===== src/rtl/pipelined_adder_subtractor_pkg.sv =====
// Shared definitions for the pipelined adder/subtractor: operation encoding,
// default geometry and the stage-count helper.
package pipelined_adder_subtractor_pkg;

  localparam int unsigned DEF_WIDTH = 16;
  localparam int unsigned DEF_CHUNK = 4;

  localparam logic OP_ADD = 1'b0;
  localparam logic OP_SUB = 1'b1;

  function automatic int unsigned num_stages(input int unsigned width, input int unsigned chunk);
    return width / chunk;
  endfunction

endpackage


===== src/rtl/pipelined_adder_subtractor_slice.sv =====
// Combinational CHUNK-bit ripple slice: sum, carry-out and carry into the slice MSB.
module adder_subtractor_slice #(
  parameter int unsigned CHUNK = 4
) (
  input  logic [CHUNK-1:0] a,
  input  logic [CHUNK-1:0] b_eff,
  input  logic             cin,
  output logic [CHUNK-1:0] sum,
  output logic             cout,
  output logic             c_msb
);

  logic [CHUNK:0] total;

  always_comb begin
    total = {1'b0, a} + {1'b0, b_eff} + (CHUNK+1)'(cin);
  end

  assign sum   = total[CHUNK-1:0];
  assign cout  = total[CHUNK];
  // Sum bit = a ^ b ^ carry-in, so the carry into the MSB falls out by XOR.
  assign c_msb = total[CHUNK-1] ^ a[CHUNK-1] ^ b_eff[CHUNK-1];

endmodule


===== src/rtl/pipelined_adder_subtractor.sv =====
// WIDTH-bit add/subtract unit pipelined in CHUNK-bit slices with a valid/ready
// handshake, global stall on backpressure and registered status flags.
module pipelined_adder_subtractor
  import pipelined_adder_subtractor_pkg::*;
#(
  parameter int unsigned WIDTH = DEF_WIDTH,
  parameter int unsigned CHUNK = DEF_CHUNK
) (
  input  logic             clk,
  input  logic             rst_n,
  input  logic             in_valid,
  output logic             in_ready,
  input  logic [WIDTH-1:0] a,
  input  logic [WIDTH-1:0] b,
  input  logic             cin,
  input  logic             control,
  output logic             out_valid,
  input  logic             out_ready,
  output logic [WIDTH-1:0] result,
  output logic             cout,
  output logic             overflow,
  output logic             zero,
  output logic             negative
);

  localparam int unsigned STAGES = num_stages(WIDTH, CHUNK);

  if ((WIDTH % CHUNK) != 0 || WIDTH < CHUNK) begin : g_bad_geometry
    $error("WIDTH must be a non-zero multiple of CHUNK");
  end

  logic             advance_c;
  logic [WIDTH-1:0] b_eff_c;
  logic             cin_eff_c;

  // Per-stage inputs: what each stage sees from its predecessor.
  logic [STAGES-1:0]            st_vld;
  logic [STAGES-1:0][WIDTH-1:0] st_a;
  logic [STAGES-1:0][WIDTH-1:0] st_b;
  logic [STAGES-1:0][WIDTH-1:0] st_res;
  logic [STAGES-1:0]            st_cin;

  logic [STAGES-1:0][CHUNK-1:0] sum_w;
  logic [STAGES-1:0]            cout_w;
  logic [STAGES-1:0]            cmsb_w;

  logic [STAGES-1:0]            vld_q, vld_d;
  logic [STAGES-1:0][WIDTH-1:0] a_q, a_d;
  logic [STAGES-1:0][WIDTH-1:0] b_q, b_d;
  logic [STAGES-1:0][WIDTH-1:0] res_q, res_d;
  logic [STAGES-1:0]            cy_q, cy_d;
  logic                         ovf_q, ovf_d;
  logic                         zero_q, zero_d;
  logic                         neg_q, neg_d;

  logic unused_operands;

  always_comb begin
    advance_c = !vld_q[STAGES-1] || out_ready;
    b_eff_c   = b ^ {WIDTH{control == OP_SUB}};
    cin_eff_c = cin ^ (control == OP_SUB);
  end

  assign in_ready = advance_c;

  for (genvar k = 0; k < STAGES; k++) begin : g_stage
    if (k == 0) begin : g_first
      assign st_vld[k] = in_valid;
      assign st_a[k]   = a;
      assign st_b[k]   = b_eff_c;
      assign st_res[k] = '0;
      assign st_cin[k] = cin_eff_c;
    end else begin : g_rest
      assign st_vld[k] = vld_q[k-1];
      assign st_a[k]   = a_q[k-1];
      assign st_b[k]   = b_q[k-1];
      assign st_res[k] = res_q[k-1];
      assign st_cin[k] = cy_q[k-1];
    end

    adder_subtractor_slice #(
      .CHUNK(CHUNK)
    ) u_slice (
      .a     (st_a[k][k*CHUNK +: CHUNK]),
      .b_eff (st_b[k][k*CHUNK +: CHUNK]),
      .cin   (st_cin[k]),
      .sum   (sum_w[k]),
      .cout  (cout_w[k]),
      .c_msb (cmsb_w[k])
    );
  end

  // Next-state: hold everything on stall, shift the whole pipe on advance.
  always_comb begin
    vld_d  = vld_q;
    a_d    = a_q;
    b_d    = b_q;
    res_d  = res_q;
    cy_d   = cy_q;
    ovf_d  = ovf_q;
    zero_d = zero_q;
    neg_d  = neg_q;
    if (advance_c) begin
      for (int k = 0; k < int'(STAGES); k++) begin
        vld_d[k] = st_vld[k];
        a_d[k]   = st_a[k];
        b_d[k]   = st_b[k];
        res_d[k] = st_res[k];
        res_d[k][k*CHUNK +: CHUNK] = sum_w[k];
        cy_d[k]  = cout_w[k];
      end
      ovf_d  = cmsb_w[STAGES-1] ^ cout_w[STAGES-1];
      zero_d = (res_d[STAGES-1] == '0);
      neg_d  = res_d[STAGES-1][WIDTH-1];
    end
  end

  always_ff @(posedge clk or negedge rst_n) begin
    if (!rst_n) begin
      vld_q  <= '0;
      a_q    <= '0;
      b_q    <= '0;
      res_q  <= '0;
      cy_q   <= '0;
      ovf_q  <= 1'b0;
      zero_q <= 1'b0;
      neg_q  <= 1'b0;
    end else begin
      vld_q  <= vld_d;
      a_q    <= a_d;
      b_q    <= b_d;
      res_q  <= res_d;
      cy_q   <= cy_d;
      ovf_q  <= ovf_d;
      zero_q <= zero_d;
      neg_q  <= neg_d;
    end
  end

  // Consumed operand chunks and the last stage's operand copy have no reader.
  assign unused_operands = ^{a_q, b_q};

  assign out_valid = vld_q[STAGES-1];
  assign result    = res_q[STAGES-1];
  assign cout      = cy_q[STAGES-1];
  assign overflow  = ovf_q;
  assign zero      = zero_q;
  assign negative  = neg_q;

endmodule


===== config.mk =====
export PLATFORM = sky130hd
export DESIGN_NAME = pipelined_adder_subtractor
export DESIGN_NICKNAME = d
export VERILOG_FILES = /design/src/rtl/pipelined_adder_subtractor_pkg.sv /design/src/rtl/pipelined_adder_subtractor_slice.sv /design/src/rtl/pipelined_adder_subtractor.sv
export SDC_FILE = /design/constraint.sdc
export NUM_CORES = 1
export LEC_CHECK = 0
export CORE_MARGIN = 1.5
export CORE_UTILIZATION = 55
export CTS_CLUSTER_DIAMETER = 100
export CTS_CLUSTER_SIZE = 20
export DETAILED_ROUTE_END_ITERATION = 16
export HOLD_SLACK_MARGIN = 0.02
export PLACE_DENSITY_LB_ADDON = 0.08
export SLEW_MARGIN = 20
export SYNTH_ARGS = -nofsm -noshare
export SYNTH_HDL_FRONTEND = slang
export SYNTH_SLANG_ARGS = --single-unit

===== constraint.sdc =====
create_clock -name clk -period 3.25 [get_ports clk]
set_input_delay 0.65 -clock clk [delete_from_list [all_inputs] [get_ports clk]]
set_output_delay 0.65 -clock clk [all_outputs]
set_load 0.05 [all_outputs]

==> qor.yml <==
status: "complete, no violations"
finClkSkew_ns: 0.0110
syn_area_um2: 4500
fp.dieH_um: 93.5
synth_cell_types: 33
syn_inst: 486
antenna_found_initial: 0
cts_buffers: 9
critical_path.max_stage_delay_ns: 0.58
combPwrFrac_pct: 43.7
syn_avg_cell_area_um2: 9.27
post-dp-hpwl_mm: 4.91
nets: 581
post_cts_resized: 0
postPlaceCellArea_um2: 5040
p_int_mw: 3.09
vias_per_cell: 4.93
yosysTopAreaCell: "dfrtp_1"
max_cap_viol_count: 0
path_cells: "clkdlybuf4s50_1 -> buf_4 -> xor2_1 -> ha_1 -> a21oi_1 -> xor2_1 -> o21ai_1"
sw_frac_of_total_pct: 41.1
synth_warnings: 0
ys_ff_latch: 98
dieArea_um2: 8740
core_um2: 7810
gp_congestion: 0.752
port_buffers: 59
critPathCaptureType: "register"
crit_family: "buffers and inverters"
slowest_stage: "clkdlybuf4s50_1"
h-tree-depth: 3
min_period_over_period_pct: 67.9
leakage_nw: 2.61
wl_per_cell_um: 11.9
die_x_um: 93.5
syn_nets: 544
first_iter_violations: 184
netSwitchingPower_mw: 2.16
routed_wirelength_mm: 7.51
ioPinCount: 60
grt_first_pass_wirelength_mm: 13.6
arrival_ns: 2.44
yosysMostFrequentCell: "nand2_1"
grtUsageTotal_pct: 19.9
crit_type: "input port to register"
gr-total-overflow: 0
grt_pass1_vias: 3087
grt_max_degree: 94
path_common_cell: "xor2_1"
row_count: 32
synth_commonest_cells: "216 x nand2_1, 98 x dfrtp_1, 19 x o21ai_1"
startpoint_type: "input port"
maxSlewViolCount: 0
period_minus_slack_ns: 2.21
cts_hold_buf: 0
pwr-share-clk_pct: 16.5
area_growth_pct: 17.0
path_buf_inv: 2
synth_edf_count: 0
hold_path_class: "input port to asynchronous set/reset pin"
start_util_pct: 57.7
synth_top_area_share_pct: 54.5
max_freq_ghz: 0.453
slew_headroom_pct: 49.6
crit_fanout: 14
ant_nets: 0
cp.required_ns: 3.48
ys.flop_type: "dfrtp_1"
postCtsSetupBuffers: 0
reg2regPathDepth: 6
finalInstanceArea_um2: 5270
cts_tree: "yes"
clk_pin_slew_ns: 0.10
drc_errors: 0
clock_sinks: 98
ys_async_sr_fraction_pct: 100
p_per_area_nw_per_um2: 996
clk_latency_ns: 0.36
drive_gt1_share_pct: 5.30
seqPwrFrac_pct: 39.8
rsz0062_at_grt: "no"
final-hold-violation-count: 0
clockRootBuffer: "clkbuf_8"
vdd_drop_max_mv: 0.373
tns_ns: 0
ys_seq_area_share_pct: 54.5
finalSetupViolCount: 0
firstDrtPassIters: 4
synth_area_leaders: "dfrtp_1 54%, nand2_1 18%, fa_1 3.6%"
diodes: 0
clock_path_buffers: 2
tightest_slew_ns: 0.756
num_vias: 3107
cp.depth: 7
[worst register-to-register path, stage by stage (launching register included)]
cell	delay [ns]
dfrtp_1	0.41
fa_1	0.47
fa_1	0.42
nand3_1	0.14
a21oi_1	0.10
o211a_1	0.23
o31ai_1	0.19
[worst paths after layout]
check                          from       end  slack [ns]
setup / recovery            control  res_q[3]        1.04
hold / removal                rst_n   a_q[12]        0.30
setup reg to reg            a_q[44]  overflow        1.19
hold reg to reg            vld_q[2]  vld_q[3]        0.47
max in group asynchronous     rst_n   b_q[29]        2.27
min in group clk           vld_q[2]  vld_q[3]        0.47
[placed cells by master, fill, tap and decap left out, types with 3 or more instances in the layout]
cell	netlist	layout
dfrtp_1	98	98
inv_6	0	3
buf_4	16	5
fa_1	8	8
o21ai_1	19	19
a21o_1	4	4
nor2b_1	3	3
inv_1	9	9
clkdlybuf4s50_1	0	57
clkbuf_8	0	9
nor2_1	15	15
nand2_1	216	216
xor2_1	13	13
o21ai_0	3	3
a21oi_1	16	16
xnor2_1	12	12
ha_1	12	12
[routing by layer]
| metal | GRT usage (%) | vias to the layer above | share of wire (%) |
|---|---|---|---|
| li1 | - | 1573 | - |
| met1 | 27.5 | 1462 | 49 |
| met2 | 30.9 | 60 | 45 |
| met3 | 4.47 | 12 | 3.8 |
| met4 | 7.20 | 0 | 1.6 |
| met5 | 0 | - | 0 |
[kinds of logic (layout without fill, tap and decap cells)]
kind of cell | after synthesis | count (layout) | synth area share, %
buffers and inverters | 49 | 91 | 6.28
DFF | 98 | 98 | 54.5
AOI/OAI and AO/OA | 48 | 48 | 5.95
adders and majority gates | 20 | 20 | 6.89
xor gates and xnor gates | 25 | 25 | 4.86
and+or+nand+nor | 246 | 246 | 21.6
[cell type report]
class,count,area [um^2]
Timing Repair Buffer,65,659
Fill cell,680,2540
Clock buffer,9,124
Multi-Input combinational cell,339,1770
Clock inverter,7,98.8
Tap cell,102,128
Inverter,10,37.5
Sequential cell,98,2450
[power groups by stage]
stage	combinational [mW]	clock, mW	sequential (mW)
2_1_floorplan	1.79	0	2.12
3_3_place_gp	2.26	0	2.09
3_5_place_dp	2.32	0	2.11
4_1_cts	2.33	0.892	2.09
5_1_grt	2.59	0.954	2.17
6_report	2.29	0.866	2.09
[state kept, by name, summed over array words and instances (netlist names)]
register,cells
b_q,24
result,16
overflow,1
a_q,24
vld_q,4
res_q,24
cy_q,4
zero,1
[through the flow]
| step | hold slack, ns | util [%] | power (mW) | cells | setup WS [ns] |
|---|---|---|---|---|---|
| 6_report | 0.303 | 67.5 | 5.25 | 630 | 1.04 |
| 5_1_grt | 0.378 | 67.5 | 5.71 | 630 | 0.975 |
| 3_3_place_gp | 0.444 | 64.6 | 4.35 | 614 | 0.718 |
| 4_1_cts | 0.470 | 67.5 | 5.31 | 630 | 1.02 |
| 2_1_floorplan | 0.354 | - | 3.91 | 486 | 0.899 |
| 3_5_place_dp | 0.447 | 64.6 | 4.43 | 614 | 0.634 |
No activity file was read; power rests on OpenSTA's default activity.
